==> config.mk <==
export PLATFORM = sky130hd
export DESIGN_NAME = seq_gen_1011
export DESIGN_NICKNAME = d
export VERILOG_FILES = /design/src/rtl/seq_gen_1011.sv
export SDC_FILE = /design/constraint.sdc
export NUM_CORES = 1
export LEC_CHECK = 0
export ABC_AREA = 1
export CORE_AREA = 2 2 60 62
export DETAILED_ROUTE_END_ITERATION = 16
export DIE_AREA = 0 0 62 64
export GPL_TIMING_DRIVEN = 0
export PLACE_DENSITY = 0.74
export SYNTH_ARGS = -nofsm -noshare
export SYNTH_HDL_FRONTEND = slang
export SYNTH_SLANG_ARGS = --single-unit
==> constraint.sdc <==
create_clock -name clk -period 2.8 [get_ports clk]
set_clock_uncertainty 0.05 [all_clocks]
set_input_delay 0.56 -clock clk [delete_from_list [all_inputs] [get_ports clk]]
set_output_delay 0.56 -clock clk [all_outputs]
set_load 0.05 [all_outputs]
==> src/rtl/seq_gen_1011.sv <==
// Serial 1011 pattern transmitter: shifts a loaded word out MSB-first with a zero gap
// between frames, and tracks its own output for expected 1011 matches.
module seq_gen_1011 #(
    parameter int WIDTH = 8,
    parameter int GAP   = 2,
    parameter int CNT_W = 8
) (
    input  logic                       clk,
    input  logic                       reset,
    input  logic                       load_valid,
    output logic                       load_ready,
    input  logic [WIDTH-1:0]           load_data,
    input  logic [$clog2(WIDTH+1)-1:0] load_len,
    output logic                       out,
    output logic                       out_valid,
    output logic                       done,
    output logic                       match_exp,
    output logic [CNT_W-1:0]           match_cnt,
    input  logic                       cnt_clr
);

    localparam int LW = $clog2(WIDTH + 1);
    localparam int IW = (WIDTH > 1) ? $clog2(WIDTH) : 1;
    localparam int GW = (GAP > 1) ? $clog2(GAP) : 1;

    typedef enum logic [1:0] {
        ST_IDLE,
        ST_SHIFT,
        ST_GAP
    } state_t;

    state_t           state;
    logic [WIDTH-1:0] data_q;
    logic [IW-1:0]    idx;
    logic [GW-1:0]    gap_cnt;
    logic [3:0]       hist;
    logic [LW-1:0]    len_c;
    logic [IW-1:0]    first_idx;
    logic             accept;

    always_comb begin
        len_c     = (load_len > LW'(WIDTH)) ? LW'(WIDTH) : load_len;
        first_idx = IW'(len_c - LW'(1));
        accept    = (state == ST_IDLE) && load_valid && load_ready;
    end

    // hist[0] is the most recent out value; oldest bit sits in hist[3]
    assign match_exp = (hist == 4'b1011);

    always_ff @(posedge clk) begin
        if (accept) begin
            data_q <= load_data;
        end
    end

    always_ff @(posedge clk or negedge reset) begin
        if (!reset) begin
            state      <= ST_IDLE;
            load_ready <= 1'b0;
            out        <= 1'b0;
            out_valid  <= 1'b0;
            done       <= 1'b0;
            idx        <= '0;
            gap_cnt    <= '0;
            hist       <= 4'b0000;
        end else begin
            hist <= {hist[2:0], out};
            done <= 1'b0;
            case (state)
                ST_IDLE: begin
                    load_ready <= 1'b1;
                    out        <= 1'b0;
                    out_valid  <= 1'b0;
                    if (accept) begin
                        if (len_c == '0) begin
                            done <= 1'b1;
                        end else begin
                            state      <= ST_SHIFT;
                            load_ready <= 1'b0;
                            idx        <= first_idx;
                            out        <= load_data[first_idx];
                            out_valid  <= 1'b1;
                            done       <= (first_idx == '0);
                        end
                    end
                end
                ST_SHIFT: begin
                    if (idx == '0) begin
                        out       <= 1'b0;
                        out_valid <= 1'b0;
                        if (GAP > 0) begin
                            state   <= ST_GAP;
                            gap_cnt <= GW'(GAP - 1);
                        end else begin
                            state      <= ST_IDLE;
                            load_ready <= 1'b1;
                        end
                    end else begin
                        idx  <= idx - 1'b1;
                        out  <= data_q[idx - 1'b1];
                        done <= (idx == IW'(1));
                    end
                end
                ST_GAP: begin
                    if (gap_cnt == '0) begin
                        state      <= ST_IDLE;
                        load_ready <= 1'b1;
                    end else begin
                        gap_cnt <= gap_cnt - 1'b1;
                    end
                end
                default: begin
                    state <= ST_IDLE;
                end
            endcase
        end
    end

    always_ff @(posedge clk or negedge reset) begin
        if (!reset) begin
            match_cnt <= '0;
        end else if (cnt_clr) begin
            match_cnt <= '0;
        end else if (match_exp && (match_cnt != '1)) begin
            match_cnt <= match_cnt + 1'b1;
        end
    end

endmodule

==> results of run 1 <==
==> kinds of logic (layout without fill, tap and decap cells) <==
| group | after synthesis | after routing | share of synthesized area [%] |
|---|---|---|---|
| xor gates and xnor gates | 2 | 2 | 1.10 |
| adders and majority gates | 6 | 6 | 4.72 |
| and+or+nand+nor | 92 | 92 | 26.8 |
| AOI/OAI and AO/OA | 25 | 25 | 8.81 |
| DFF | 30 | 30 | 49.7 |
| buffers and inverters | 35 | 71 | 8.81 |
==> metrics by stage <==
step           power, mW  util, %
2_1_floorplan       1.11        -
3_3_place_gp        1.27     58.7
3_5_place_dp        1.28     58.7
4_1_cts             1.60     61.1
5_1_grt             1.71     61.1
6_report            1.58     61.1
==> worst paths after layout <==
check | from | end | slack, ns | depth (start not counted)
worst max-delay path | hist[2]$_DFF_PN0_ | match_exp | 0.42 | 4
worst min-delay path | hist[2]$_DFF_PN0_ | hist[3]$_DFF_PN0_ | 0.34 | 0
worst max register to register | idx[0]$_DFFE_PN0P_ | idx[2]$_DFFE_PN0P_ | 1.15 | 7
worst min register to register | hist[2]$_DFF_PN0_ | hist[3]$_DFF_PN0_ | 0.34 | 0
max in group asynchronous | reset | match_cnt[6]$_DFFE_PN0P_ | 1.42 | 1
min in group asynchronous | reset | out$_DFFE_PN0P_ | 0.70 | 1
==> sequential cells by signal, summed over array words and instances (netlist names), 2 cells and up <==
register / cells
hist: 4
match_cnt: 8
idx: 3
data_q: 8
state: 2
==> critical path, stage by stage (launching register included) <==
cell             delay, ns
dfrtp_1               0.38
nor2_1                0.10
nand3_1               0.08
inv_2                 0.09
clkdlybuf4s50_1       0.80
==> power breakdown <==
group	internal [mW]	switching, mW	total [mW]
Clock	0.171	0.141	0.312
Sequential	0.563	0.0731	0.636
Combinational	0.239	0.392	0.631
Total	0.974	0.606	1.58
==> layout by cell type, fill, tap and decap left out, types with 6 or more instances in the layout <==
cell type        Yosys  routed
nand2_1             37      37
clkdlybuf4s50_1      0      28
inv_1               26      26
dfrtp_1             22      22
nand3_1             21      21
nor2_1              16      16
o21ai_0             13      13
edfxtp_1             8       8
ha_1                 6       6
==> final cells by class <==
type | count | area (µm²) | area share [%]
multi-input cells | 125 | 659 | 32.9
clock buffers | 8 | 78.8 | 3.93
well taps | 46 | 57.6 | 2.87
inverters | 34 | 129 | 6.42
repair buffers | 28 | 280 | 14.0
flip-flops and latches | 30 | 791 | 39.4
plain buffers | 1 | 11.3 | 0.561
==> metal layers <==
| layer | share of wire, % | vias to the layer above | global-route usage [%] |
|---|---|---|---|
| met2 | 47 | 33 | 27.2 |
| met5 | 0 | - | 0 |
| met4 | 1.3 | 0 | 9.31 |
| li1 | - | 683 | - |
| met3 | 4.6 | 2 | 5.47 |
| met1 | 47 | 617 | 23.4 |
==> flow_summary.ini, run 1 <==
[floorplan]
fp.dieH_um = 64
dieArea_um2 = 3970
core_area_um2 = 3280
ioPinCount = 29
die_x_um = 62
start_util_pct = 48.4
rows = 21

[synthesis]
synth_fp_nets = 212
yosysMostFrequentCell = nand2_1
synth-edff-count = 8
synth_common_cells = nand2_1 (37), inv_1 (26), dfrtp_1 (22)
yosysWarnings = 0
syn_area_per_cell_um2 = 8.37
synth_ff_type = dfrtp_1
synth_cell_types = 25
synth.area.top_cells = dfrtp_1 (35%), edfxtp_1 (15%), nand2_1 (8.7%)
ys_seq_elements = 30
postSynth.asyncResetShare_pct = 73.3
ys_seq_area_share_pct = 49.7
synth_top_area_cell = dfrtp_1
synth_top_area_share_pct = 34.6
netlist_instances = 190
synth_area_um2 = 1590

[worst_setup_path]
worstPathMaxFanout = 3
path_class = flop to output pin
crit_arrival_ns = 1.77
cp.required_ns = 2.19
start_kind = flop
end_kind = output pin

[final_layout]
n_antenna_cell = 0
final_area_um2 = 2010
drive_gt1_share_pct = 12.8
fin_cells = 272
fin_nets = 247
fillers = 300
area_delta_synth_final_pct = 26.2

[route]
vias = 1335
drc_errors = 0
wl_um = 3000
routedWlPerCell_um = 11.0
via_per_inst = 4.91
firstDrtPassIters = 4
ant_nets = 0
drt_iter0_drc = 76

[job]
maxCapViolCount = 0

[sta]
setup_tns_ns = 0
setup-violations-final = 0
slew_viol_final = 0
post-route-min-period_ns = 2.38
rsz0062_at_grt = false
slew_headroom_pct = 37.1
period_share_pct = 85.1
setup_ws_ns = 0.418
hold-worst-slack_ns = 0.336
tightest_slew_ns = 0.940
hold_viol = 0
fmax_mhz = 420

[global_routing]
gr-total-overflow = 0
track_usage_pct = 18.2
grt_start_max_net_pins = 23
antenna_found_initial = 0
grt_pass1_vias = 1272
grt_pass1_wl_um = 5300

[cts]
clock-sinks = 30
clock_latency_ns = 0.32
cts_max_level = 2
cts_buffers = 5
root_buffer = clkbuf_4
clk_pin_slew_ns = 0.08
ctsHoldBuffers = 0
cts_tree = done
cts_resized = 0
clock_path_buffers = 2
cts_setup_buffers = 0

[place]
dp.cells = 264
globalplace.congestion = 0.822
placed_area_um2 = 1930
portBuffers = 28
dp_hpwl_um = 2290
dp_slack_ns = 0.354

[power]
power.density_nw_per_um2 = 787
ir_worst_vdd_mv = 0.513
p_leak_nw = 0.956

[min_path]
min_path_type = flop to flop

[status]
status = finished clean
No activity file was read; power rests on OpenSTA's default activity.
==> inputs of run 2 (changes only) <==
--- a/config.mk
+++ b/config.mk
@@ -6,6 +6,7 @@
 export NUM_CORES = 1
 export LEC_CHECK = 0
 export ABC_AREA = 1
+export ABC_CLOCK_PERIOD_IN_PS = 2800
 export CORE_AREA = 2 2 60 62
 export DETAILED_ROUTE_END_ITERATION = 16
 export DIE_AREA = 0 0 62 64
==> results of run 2 <==
Final layout, timing and power as in run 1 (identical DEF).
==> inputs of run 3 (changes only) <==
--- a/config.mk
+++ b/config.mk
@@ -7,11 +7,11 @@
 export LEC_CHECK = 0
 export ABC_AREA = 1
 export ABC_CLOCK_PERIOD_IN_PS = 2800
-export CORE_AREA = 2 2 60 62
+export CORE_AREA = 2 2 57 59
 export DETAILED_ROUTE_END_ITERATION = 16
-export DIE_AREA = 0 0 62 64
+export DIE_AREA = 0 0 59 61
 export GPL_TIMING_DRIVEN = 0
-export PLACE_DENSITY = 0.74
+export PLACE_DENSITY = 0.81
 export SYNTH_ARGS = -nofsm -noshare
 export SYNTH_HDL_FRONTEND = slang
 export SYNTH_SLANG_ARGS = --single-unit
==> flow_summary.ini, run 3 (synthesis results as in run 1) <==
[sta]
period_share_pct = 85.3
post-route-min-period_ns = 2.39
tightest_slew_ns = 0.953
setup_tns_ns = 0
setup_ws_ns = 0.411
hold_viol = 0
rsz0062_at_grt = false
slew_headroom_pct = 36.2
setup-violations-final = 0
hold-worst-slack_ns = 0.338
fmax_mhz = 419
slew_viol_final = 0

[cts]
clk_pin_slew_ns = 0.08
cts_resized = 0
cts_tree = done
clock-sinks = 30
cts_max_level = 2
clock_latency_ns = 0.33
root_buffer = clkbuf_4
cts_buffers = 5
clock_path_buffers = 2
ctsHoldBuffers = 0
cts_setup_buffers = 0

[worst_setup_path]
worstPathMaxFanout = 3
start_kind = flop
crit_arrival_ns = 1.78
crit_start = hist[2]$_DFF_PN0_
path_class = flop to output pin
rr_endpoint = idx[2]$_DFFE_PN0P_
reg2regPathDepth = 7
reg2reg_slack_ns = 1.15
end_kind = output pin
endpoint = match_exp
r2r-start = idx[0]$_DFFE_PN0P_
cp.required_ns = 2.19

[global_routing]
grt_pass1_wl_um = 4970
track_usage_pct = 19.1
grt_start_max_net_pins = 23
grt_pass1_vias = 1165
antenna_found_initial = 0
gr-total-overflow = 0

[final_layout]
area_delta_synth_final_pct = 24.0
final_area_um2 = 1970
fin_nets = 247
largestRegisters = data_q (8), match_cnt (8), hist (4)
postLayoutCoreUtil_pct = 66.8
n_antenna_cell = 0
multi_input_area_um2 = 659
fin_cells = 259
drive_gt1_share_pct = 12.4
final_cell_mix = nand2_1 (37), clkdlybuf4s50_1 (28), inv_1 (26), dfrtp_1 (22), nand3_1 (21)
seqCellArea_um2 = 791
fillers = 261
mostFrequentLayoutCell = nand2_1

[min_path]
min_path_type = flop to flop

[power]
power_mw = 1.52
p_leak_nw = 0.947
ir_worst_vdd_mv = 0.445
power.density_nw_per_um2 = 773

[floorplan]
fp.dieH_um = 61
rows = 20
dieArea_um2 = 3600
die_x_um = 59
ioPinCount = 29
start_util_pct = 53.9
core_area_um2 = 2950

[place]
dp_slack_ns = 0.332
dp_hpwl_um = 2310
globalplace.congestion = 0.851
placed_area_um2 = 1910
dp.cells = 251
portBuffers = 28

[route]
via_per_inst = 5.14
wl_um = 2950
vias = 1332
drc_errors = 0
firstDrtPassIters = 4
drt_iter0_drc = 80
ant_nets = 0
routedWlPerCell_um = 11.4

[status]
status = finished clean

[job]
maxCapViolCount = 0
-- run 3: worst min-delay path by stage --
stage	from	endpoint	slack (ns)	cells past startpoint
after detailed placement	hist[0]$_DFF_PN0_	hist[1]$_DFF_PN0_	0.32	0
after global routing	hist[2]$_DFF_PN0_	hist[3]$_DFF_PN0_	0.36	0
final	hist[2]$_DFF_PN0_	hist[3]$_DFF_PN0_	0.34	0
after CTS	hist[2]$_DFF_PN0_	hist[3]$_DFF_PN0_	0.34	0
after floorplan	reset	done$_DFF_PN0_	0.21	0
after global placement	hist[0]$_DFF_PN0_	hist[1]$_DFF_PN0_	0.31	0
-- run 3: per-layer routing --
metal / up-vias / share of wire [%] / wire (µm) / track usage, %
met5: - / 0 / 0 / 0
met4: 0 / 1.1 / 31 / 7.79
met3: 4 / 4.2 / 123 / 5.76
met2: 35 / 47 / 1390 / 29.4
met1: 609 / 47 / 1400 / 25.3
li1: 684 / - / - / -
-- run 3: final cells by class --
| type | count | share of cell area, % |
|---|---|---|
| buffer | 1 | 0.571 |
| timing repair buffer | 28 | 14.2 |
| clock buffer | 7 | 2.79 |
| tap | 33 | 2.09 |
| sequential | 30 | 40.1 |
| inverter | 34 | 6.54 |
| clock inverter | 1 | 0.254 |
| multi-input combinational | 125 | 33.4 |
-- run 3: worst max-delay path, cell delays in order (launching register included) --
cell and delay (ns):
dfrtp_1 0.38, nor2_1 0.10, nand3_1 0.08, inv_2 0.09, clkdlybuf4s50_1 0.80
-- run 3: power breakdown --
group	internal, mW	leakage, nW	total (mW)	switching [mW]
Clock	0.121	0.0353	0.262	0.140
Combinational	0.239	0.549	0.627	0.387
Sequential	0.563	0.363	0.635	0.0718
